File: config.mk
export PLATFORM = sky130hd
export DESIGN_NAME = instr_fetch_unit_flat
export DESIGN_NICKNAME = d
export VERILOG_FILES = /design/src/rtl/instr_fetch_unit_if.sv /design/src/rtl/instr_fetch_unit.sv /design/src/flat_wrapper.sv
export SDC_FILE = /design/constraint.sdc
export NUM_CORES = 1
export LEC_CHECK = 0
export BUFFER_PORTS_ARGS = -buffer_cell sky130_fd_sc_hd__clkbuf_2
export CAP_MARGIN = 20
export CORE_ASPECT_RATIO = 0.9
export CORE_MARGIN = 2
export CORE_UTILIZATION = 55
export DETAILED_ROUTE_END_ITERATION = 6
export PLACE_DENSITY = 0.85
export SETUP_SLACK_MARGIN = 0.1
export SLEW_MARGIN = 10
export SYNTH_ARGS = -nofsm -noshare
export SYNTH_HDL_FRONTEND = slang
export SYNTH_SLANG_ARGS = --single-unit
File: constraint.sdc
create_clock -name clk -period 9 [get_ports clk]
set_input_delay 0 -clock clk [delete_from_list [all_inputs] [get_ports clk]]
set_output_delay 0 -clock clk [all_outputs]
set_load 0.05 [all_outputs]
File: src/rtl/instr_fetch_unit_if.sv
`default_nettype none
// ============================================================================
// Module      : instr_fetch_unit_if
// Description : Bundles the instruction-memory request/ack bus, the
//               decoder-side valid/ready stream and the redirect port of the
//               instruction fetch unit.
// Revision    : 1.0 - initial release
// ============================================================================
interface instr_fetch_unit_if;
    // Instruction memory side
    logic        imem_req;
    logic [31:0] imem_addr;
    logic        imem_ack;
    logic [31:0] imem_rdata;

    // Decoder / datapath side
    logic [31:0] instr;
    logic [31:0] instr_pc;
    logic        instr_valid;
    logic        instr_ready;

    // Control-flow redirect
    logic        redirect;
    logic [31:0] redirect_pc;

    // Fetch unit view
    modport master (
        output imem_req,
        output imem_addr,
        input  imem_ack,
        input  imem_rdata,
        output instr,
        output instr_pc,
        output instr_valid,
        input  instr_ready,
        input  redirect,
        input  redirect_pc
    );

    // Memory / consumer / control view
    modport slave (
        input  imem_req,
        input  imem_addr,
        output imem_ack,
        output imem_rdata,
        input  instr,
        input  instr_pc,
        input  instr_valid,
        output instr_ready,
        output redirect,
        output redirect_pc
    );
endinterface
`default_nettype wire

File: src/rtl/instr_fetch_unit.sv
`default_nettype none
// ============================================================================
// Module      : instr_fetch_unit
// Description : Instruction fetch front end. Issues word fetches over a
//               req/ack bus under a credit limit, buffers returned words with
//               their PCs in a prefetch FIFO and presents the FIFO head on a
//               valid/ready stream. Redirects flush the FIFO and restart
//               fetch, draining a request that is already in flight.
// Revision    : 1.0 - initial release
// ============================================================================
module instr_fetch_unit #(
    parameter logic [31:0] RESET_PC = 32'h0000_0000,
    parameter int unsigned DEPTH    = 4
) (
    input wire logic           clk,
    input wire logic           reset,   // asynchronous, active low
    instr_fetch_unit_if.master bus
);

    localparam int unsigned PW = (DEPTH > 1) ? $clog2(DEPTH) : 1;
    localparam int unsigned CW = PW + 1;
    localparam logic [CW-1:0] c_depth    = CW'(DEPTH);
    localparam logic [CW-1:0] c_cnt_one  = CW'(1);
    localparam logic [PW-1:0] c_ptr_one  = PW'(1);
    localparam logic [31:0]   c_reset_pc = {RESET_PC[31:2], 2'b00};

    // FETCH : no request in flight, issue when credit allows
    // WAIT  : a request is in flight and its data will be kept
    // DRAIN : a request is in flight but its data belongs to a dead path
    typedef enum logic [1:0] {
        S_FETCH = 2'd0,
        S_WAIT  = 2'd1,
        S_DRAIN = 2'd2
    } state_t;

    state_t          state_q, state_d;
    logic            req_q, req_d;
    logic [31:0]     addr_q, addr_d;           // address currently on the bus
    logic [31:0]     fetch_pc_q, fetch_pc_d;   // PC of in-flight or next fetch
    logic [PW-1:0]   rd_ptr_q, rd_ptr_d;
    logic [PW-1:0]   wr_ptr_q, wr_ptr_d;
    logic [CW-1:0]   count_q, count_d;
    logic [31:0]     fifo_instr_q [DEPTH];
    logic [31:0]     fifo_pc_q    [DEPTH];

    logic            w_valid;
    logic            w_pop;
    logic            w_ack;
    logic            w_push;
    logic            w_flush;
    logic [31:0]     w_target;
    logic [31:0]     w_pc_inc;
    logic [CW-1:0]   w_count_popped;
    logic            w_unused_lsb;

    assign w_valid        = (count_q != '0);
    assign w_pop          = w_valid & bus.instr_ready;
    assign w_ack          = req_q & bus.imem_ack;
    assign w_target       = {bus.redirect_pc[31:2], 2'b00};
    assign w_pc_inc       = fetch_pc_q + 32'd4;
    assign w_count_popped = count_q - {{(CW-1){1'b0}}, w_pop};
    assign w_unused_lsb   = ^bus.redirect_pc[1:0];

    // State and fetch-address registers
    always_ff @(posedge clk or negedge reset) begin
        if (!reset) begin
            state_q    <= S_FETCH;
            req_q      <= 1'b0;
            addr_q     <= c_reset_pc;
            fetch_pc_q <= c_reset_pc;
        end else begin
            state_q    <= state_d;
            req_q      <= req_d;
            addr_q     <= addr_d;
            fetch_pc_q <= fetch_pc_d;
        end
    end

    // Next-state, request and push/flush decisions; redirect overrides all
    always_comb begin
        state_d    = state_q;
        req_d      = req_q;
        addr_d     = addr_q;
        fetch_pc_d = fetch_pc_q;
        w_push     = 1'b0;
        w_flush    = 1'b0;

        if (bus.redirect) begin
            w_flush    = 1'b1;
            fetch_pc_d = w_target;
            if (req_q && !bus.imem_ack) begin
                // Bus must stay stable until ack: keep old req/addr, drain it
                state_d = S_DRAIN;
            end else begin
                // FIFO is empty after the flush, so credit is always there
                state_d = S_WAIT;
                req_d   = 1'b1;
                addr_d  = w_target;
            end
        end else begin
            unique case (state_q)
                S_FETCH: begin
                    if (w_count_popped < c_depth) begin
                        state_d = S_WAIT;
                        req_d   = 1'b1;
                        addr_d  = fetch_pc_q;
                    end
                end
                S_WAIT: begin
                    if (w_ack) begin
                        w_push     = 1'b1;
                        fetch_pc_d = w_pc_inc;
                        addr_d     = w_pc_inc;
                        if ((w_count_popped + c_cnt_one) < c_depth) begin
                            req_d = 1'b1;   // back-to-back fetch
                        end else begin
                            req_d   = 1'b0;
                            state_d = S_FETCH;
                        end
                    end
                end
                S_DRAIN: begin
                    if (w_ack) begin
                        // Stale data dropped; fetch_pc already holds the target
                        state_d = S_WAIT;
                        req_d   = 1'b1;
                        addr_d  = fetch_pc_q;
                    end
                end
                default: begin
                    state_d = S_FETCH;
                    req_d   = 1'b0;
                    addr_d  = fetch_pc_q;
                end
            endcase
        end
    end

    // FIFO pointer and occupancy update
    always_comb begin
        rd_ptr_d = rd_ptr_q;
        wr_ptr_d = wr_ptr_q;
        count_d  = count_q;
        if (w_flush) begin
            rd_ptr_d = '0;
            wr_ptr_d = '0;
            count_d  = '0;
        end else begin
            if (w_pop) begin
                rd_ptr_d = rd_ptr_q + c_ptr_one;
            end
            if (w_push) begin
                wr_ptr_d = wr_ptr_q + c_ptr_one;
            end
            count_d = w_count_popped + {{(CW-1){1'b0}}, w_push};
        end
    end

    // FIFO control registers
    always_ff @(posedge clk or negedge reset) begin
        if (!reset) begin
            rd_ptr_q <= '0;
            wr_ptr_q <= '0;
            count_q  <= '0;
        end else begin
            rd_ptr_q <= rd_ptr_d;
            wr_ptr_q <= wr_ptr_d;
            count_q  <= count_d;
        end
    end

    // FIFO storage; contents are only observed through count/pointers
    always_ff @(posedge clk) begin
        if (w_push) begin
            fifo_instr_q[wr_ptr_q] <= bus.imem_rdata;
            fifo_pc_q[wr_ptr_q]    <= fetch_pc_q;
        end
    end

    assign bus.imem_req    = req_q;
    assign bus.imem_addr   = addr_q;
    assign bus.instr_valid = w_valid;
    assign bus.instr       = w_valid ? fifo_instr_q[rd_ptr_q] : 32'd0;
    assign bus.instr_pc    = w_valid ? fifo_pc_q[rd_ptr_q]    : 32'd0;

endmodule
`default_nettype wire

File: src/flat_wrapper.sv
// flat-port wrapper written by rule: the top's interface ports become plain ports
module instr_fetch_unit_flat 
#(
    parameter logic [31:0] RESET_PC = 32'h0000_0000,
    parameter int unsigned DEPTH    = 4
)
  (clk, reset, bus_imem_req, bus_imem_addr, bus_imem_ack, bus_imem_rdata, bus_instr, bus_instr_pc, bus_instr_valid, bus_instr_ready, bus_redirect, bus_redirect_pc);
  instr_fetch_unit_if bus_i ();
  input wire logic clk;
  input wire logic reset;
  output wire logic [$bits(bus_i.imem_req)-1:0] bus_imem_req;
  output wire logic [$bits(bus_i.imem_addr)-1:0] bus_imem_addr;
  input wire logic [$bits(bus_i.imem_ack)-1:0] bus_imem_ack;
  input wire logic [$bits(bus_i.imem_rdata)-1:0] bus_imem_rdata;
  output wire logic [$bits(bus_i.instr)-1:0] bus_instr;
  output wire logic [$bits(bus_i.instr_pc)-1:0] bus_instr_pc;
  output wire logic [$bits(bus_i.instr_valid)-1:0] bus_instr_valid;
  input wire logic [$bits(bus_i.instr_ready)-1:0] bus_instr_ready;
  input wire logic [$bits(bus_i.redirect)-1:0] bus_redirect;
  input wire logic [$bits(bus_i.redirect_pc)-1:0] bus_redirect_pc;
  assign bus_imem_req = bus_i.imem_req;
  assign bus_imem_addr = bus_i.imem_addr;
  assign bus_i.imem_ack = bus_imem_ack;
  assign bus_i.imem_rdata = bus_imem_rdata;
  assign bus_instr = bus_i.instr;
  assign bus_instr_pc = bus_i.instr_pc;
  assign bus_instr_valid = bus_i.instr_valid;
  assign bus_i.instr_ready = bus_instr_ready;
  assign bus_i.redirect = bus_redirect;
  assign bus_i.redirect_pc = bus_redirect_pc;
  instr_fetch_unit #(.RESET_PC(RESET_PC), .DEPTH(DEPTH)) u_core (.clk(clk), .reset(reset), .bus(bus_i));
endmodule
==> impl_metrics.json <==
{
  "antenna_left": 0,
  "grt.met1_usage": 0.339,
  "global_route.usage.met2": 0.383,
  "syn_area_um2": 14000,
  "cp-endpoint": "u_core.bus.imem_addr[26]",
  "die_w_um": 172,
  "place_congestion": 0.864,
  "period_minus_slack_ns": 3.73,
  "crit_cells": 10,
  "synthTopCellsByArea": "edfxtp_1 (53%), dfrtp_1 (13%), mux4_2 (10%)",
  "synth_ff_type": "edfxtp_1",
  "final-hold-violation-count": 0,
  "grt.met3_usage": 0.0389,
  "drive_above_1_share": 0.288,
  "worstMarginPinSlew_ns": 0.969,
  "slowest_stage": "and3_1",
  "dpl_cell_area_um2": 15000,
  "start_util": 0.557,
  "power_density_nw_per_um2": 310,
  "fin_total_pwr_uw": 5180,
  "critical_path_class": "reg -> reg",
  "sw_frac_of_total": 0.401,
  "crit_buf_inv": 1,
  "area_growth_pct": 19.6,
  "via_per_inst": 5.91,
  "p_clk_frac": 0.254,
  "drt_wl_total_mm": 31.3,
  "drtIter0Drc": 838,
  "cts.repair.resized": 0,
  "grt_pass1_vias": 8607,
  "fin_nets": 1185,
  "pre_cts_slack_ns": 5.25,
  "core_region_area_um2": 25000,
  "crit_chain": "or3_2 > buf_4 > and2_1 > ha_1 > ha_1 > xor2_1 > nand3b_1 > and3_1 > a21oi_1 > a221o_1",
  "internal-power_uw": 3100,
  "maxSlewHeadroom": 0.354,
  "setup_viol": 0,
  "synth_cells": 896,
  "fin_area_um2": 16700,
  "switchingPower_uw": 2080,
  "maxSlewViolCount": 0,
  "power_leakage_uw": 0.00603,
  "yosysSeqAreaShare": 0.661,
  "rsz0062_at_grt": "false",
  "path_delay_family": "simple AND/OR/NAND/NOR gates",
  "yosysMostFrequentCell": "edfxtp_1",
  "status": "finished clean",
  "comb_power_share": 0.374,
  "finalWorstSetupSlack_ns": 5.27,
  "crit_required_ns": 9.46,
  "timing.rr.end": "u_core.bus.imem_addr[26]",
  "dieArea_um2": 26700,
  "crit_top_cell": "ha_1",
  "die_h_um": 155,
  "antenna_found_initial": 0,
  "fin_util": 0.666,
  "yosys_warnings": 0,
  "root_buffer": "clkbuf_16",
  "yosys-top-cells-count": "edfxtp_1 (248), dfrtp_1 (71), nand2_1 (67), and2_1 (66), mux4_2 (62)",
  "seqPwrFrac": 0.372,
  "synth_top_area_cell": "edfxtp_1",
  "hold-path-cell-count": 3,
  "dr.pass1.iters": 5,
  "clock-sinks": 319,
  "cp-end-kind": "flip-flop",
  "reg2reg_slack_ns": 5.27,
  "vias": 8709,
  "grt_use_total": 0.238,
  "clkSlewWorstSetupHoldPaths_ns": 0.07,
  "synth_edf_count": 248,
  "io_pins": 167,
  "cts_max_level": 1,
  "ctsHoldBuffers": 65,
  "cts_made_buffers": 31,
  "startpoint_type": "flip-flop",
  "yosysTopAreaCellShare": 0.534,
  "cpPeakStageDelay_ns": 0.77,
  "io_buffers": 162,
  "rows": 55,
  "critPathLaunch": "u_core.count_q[1]",
  "cts_tree": "done",
  "worst-path-max-fanout": 64,
  "clk_path_buf_depth": 3,
  "grt.overflow.total": 0,
  "critical_path_arrival_ns": 4.18,
  "period_share": 0.414,
  "cts_setup_buffers": 0,
  "fin_tns_setup_ns": 0,
  "grt_max_degree": 72,
  "reg2reg_depth": 10,
  "synth.ff_latch_count": 319,
  "irDropWorstVdd_uv": 251,
  "detailedPlacementHpwl_mm": 18.7,
  "clock_latency_ns": 0.57,
  "async_flop_share": 0.223,
  "drc_errors": 0,
  "hold_class": "in -> reg",
  "busiest_layer": "met2",
  "skew_ns": 0.0118,
  "grt_pass1_wl_mm": 48.6,
  "reg2reg_from": "u_core.count_q[1]",
  "drv_cap": 0,
  "ys_types": 65,
  "antenna_cells": 0,
  "max_freq_ghz": 0.268,
  "synth.avg_cell_area_um2": 15.6,
  "wl_per_cell_um": 21.2
}
worst min path at each step:
stage,from,to,slack (ns)
3_5_place_dp,bus_imem_rdata[22],u_core.fifo_instr_q[3][22],0.23
5_1_grt,bus_redirect,u_core.count_q[2],0.07
3_3_place_gp,bus_imem_rdata[22],u_core.fifo_instr_q[2][22],0.22
6_report,bus_redirect,u_core.wr_ptr_q[0],0.03
4_1_cts,bus_redirect,u_core.wr_ptr_q[0],0.01
2_1_floorplan,reset,u_core.bus.imem_addr[10],-0.30
cells in the final DEF, fill, tap and decap left out, drive strengths merged, types with 3 or more instances in the layout:
master	instances
nand4	17
bufinv	4
or3	3
clkbuf	197
mux2	8
mux4	62
dlygate4sd3	65
buf	13
and3	11
xor2	18
and4	3
o32a	3
nor2b	3
o21ai	29
mux2i	8
clkinv	15
xnor2	33
o31ai	4
inv	13
edfxtp	248
nor2	31
dfrtp	71
nand2	67
a21boi	5
or4	3
nor3	10
o22a	3
o211ai	7
nor4	19
and2	66
nand3	27
nor3b	3
a31oi	4
ha	9
a21oi	17
nand2b	8
tightest hold or removal path, stage by stage:
cell and delay, ns:
clkbuf_2 0.08, buf_4 0.31, nor2_1 0.16
through the flow:
stage	hold slack, ns	instances
after global routing	0.0687	1473
after detailed placement	0.225	1351
after global placement	0.216	1351
final	0.0315	1473
after CTS	0.0133	1473
after floorplan	-0.296	897
flip-flops by register name, indices dropped and copies added, names as in the netlist:
signal	cells
u_core.count_q	3
u_core.bus.imem_addr	31
u_core.fetch_pc_q	30
u_core.state_q	2
u_core.wr_ptr_q	2
u_core.rd_ptr_q	2
u_core.fifo_instr_q	128
u_core.bus.imem_req	1
u_core.fifo_pc_q	120
power groups by stage:
stage / clock (uW) / sequential (uW) / combinational, uW
finish: 1310 / 1930 / 1940
global route: 1400 / 1940 / 2060
CTS: 1330 / 1920 / 1950
detailed placement: 0 / 1950 / 1920
global placement: 0 / 1940 / 1890
floorplan: 0 / 2120 / 1280
per-layer routing:
metal,share of wire,vias up
met2,0.48,410
met5,0,-
met1,0.42,4416
met3,0.071,51
met4,0.026,0
li1,-,3832
kinds of logic after synthesis:
family,after synthesis,share of synthesized area
flops,319,0.661
simple gates,277,0.121
compound gates,87,0.0411
mux,78,0.112
buf+inv,74,0.0244
xor+xnor,51,0.0320
fa+ha+maj,9,0.00807
other cells,1,0.000269
layout make-up:
type,instances,area (um2)
Tap cell,342,428
Timing Repair Buffer,239,1550
Multi-Input combinational cell,504,4400
Clock buffer,36,815
Inverter,12,45.0
Clock inverter,21,221
Fill cell,1745,8360
Sequential cell,319,9230
Note: power is estimated with default switching activity, not from simulation.
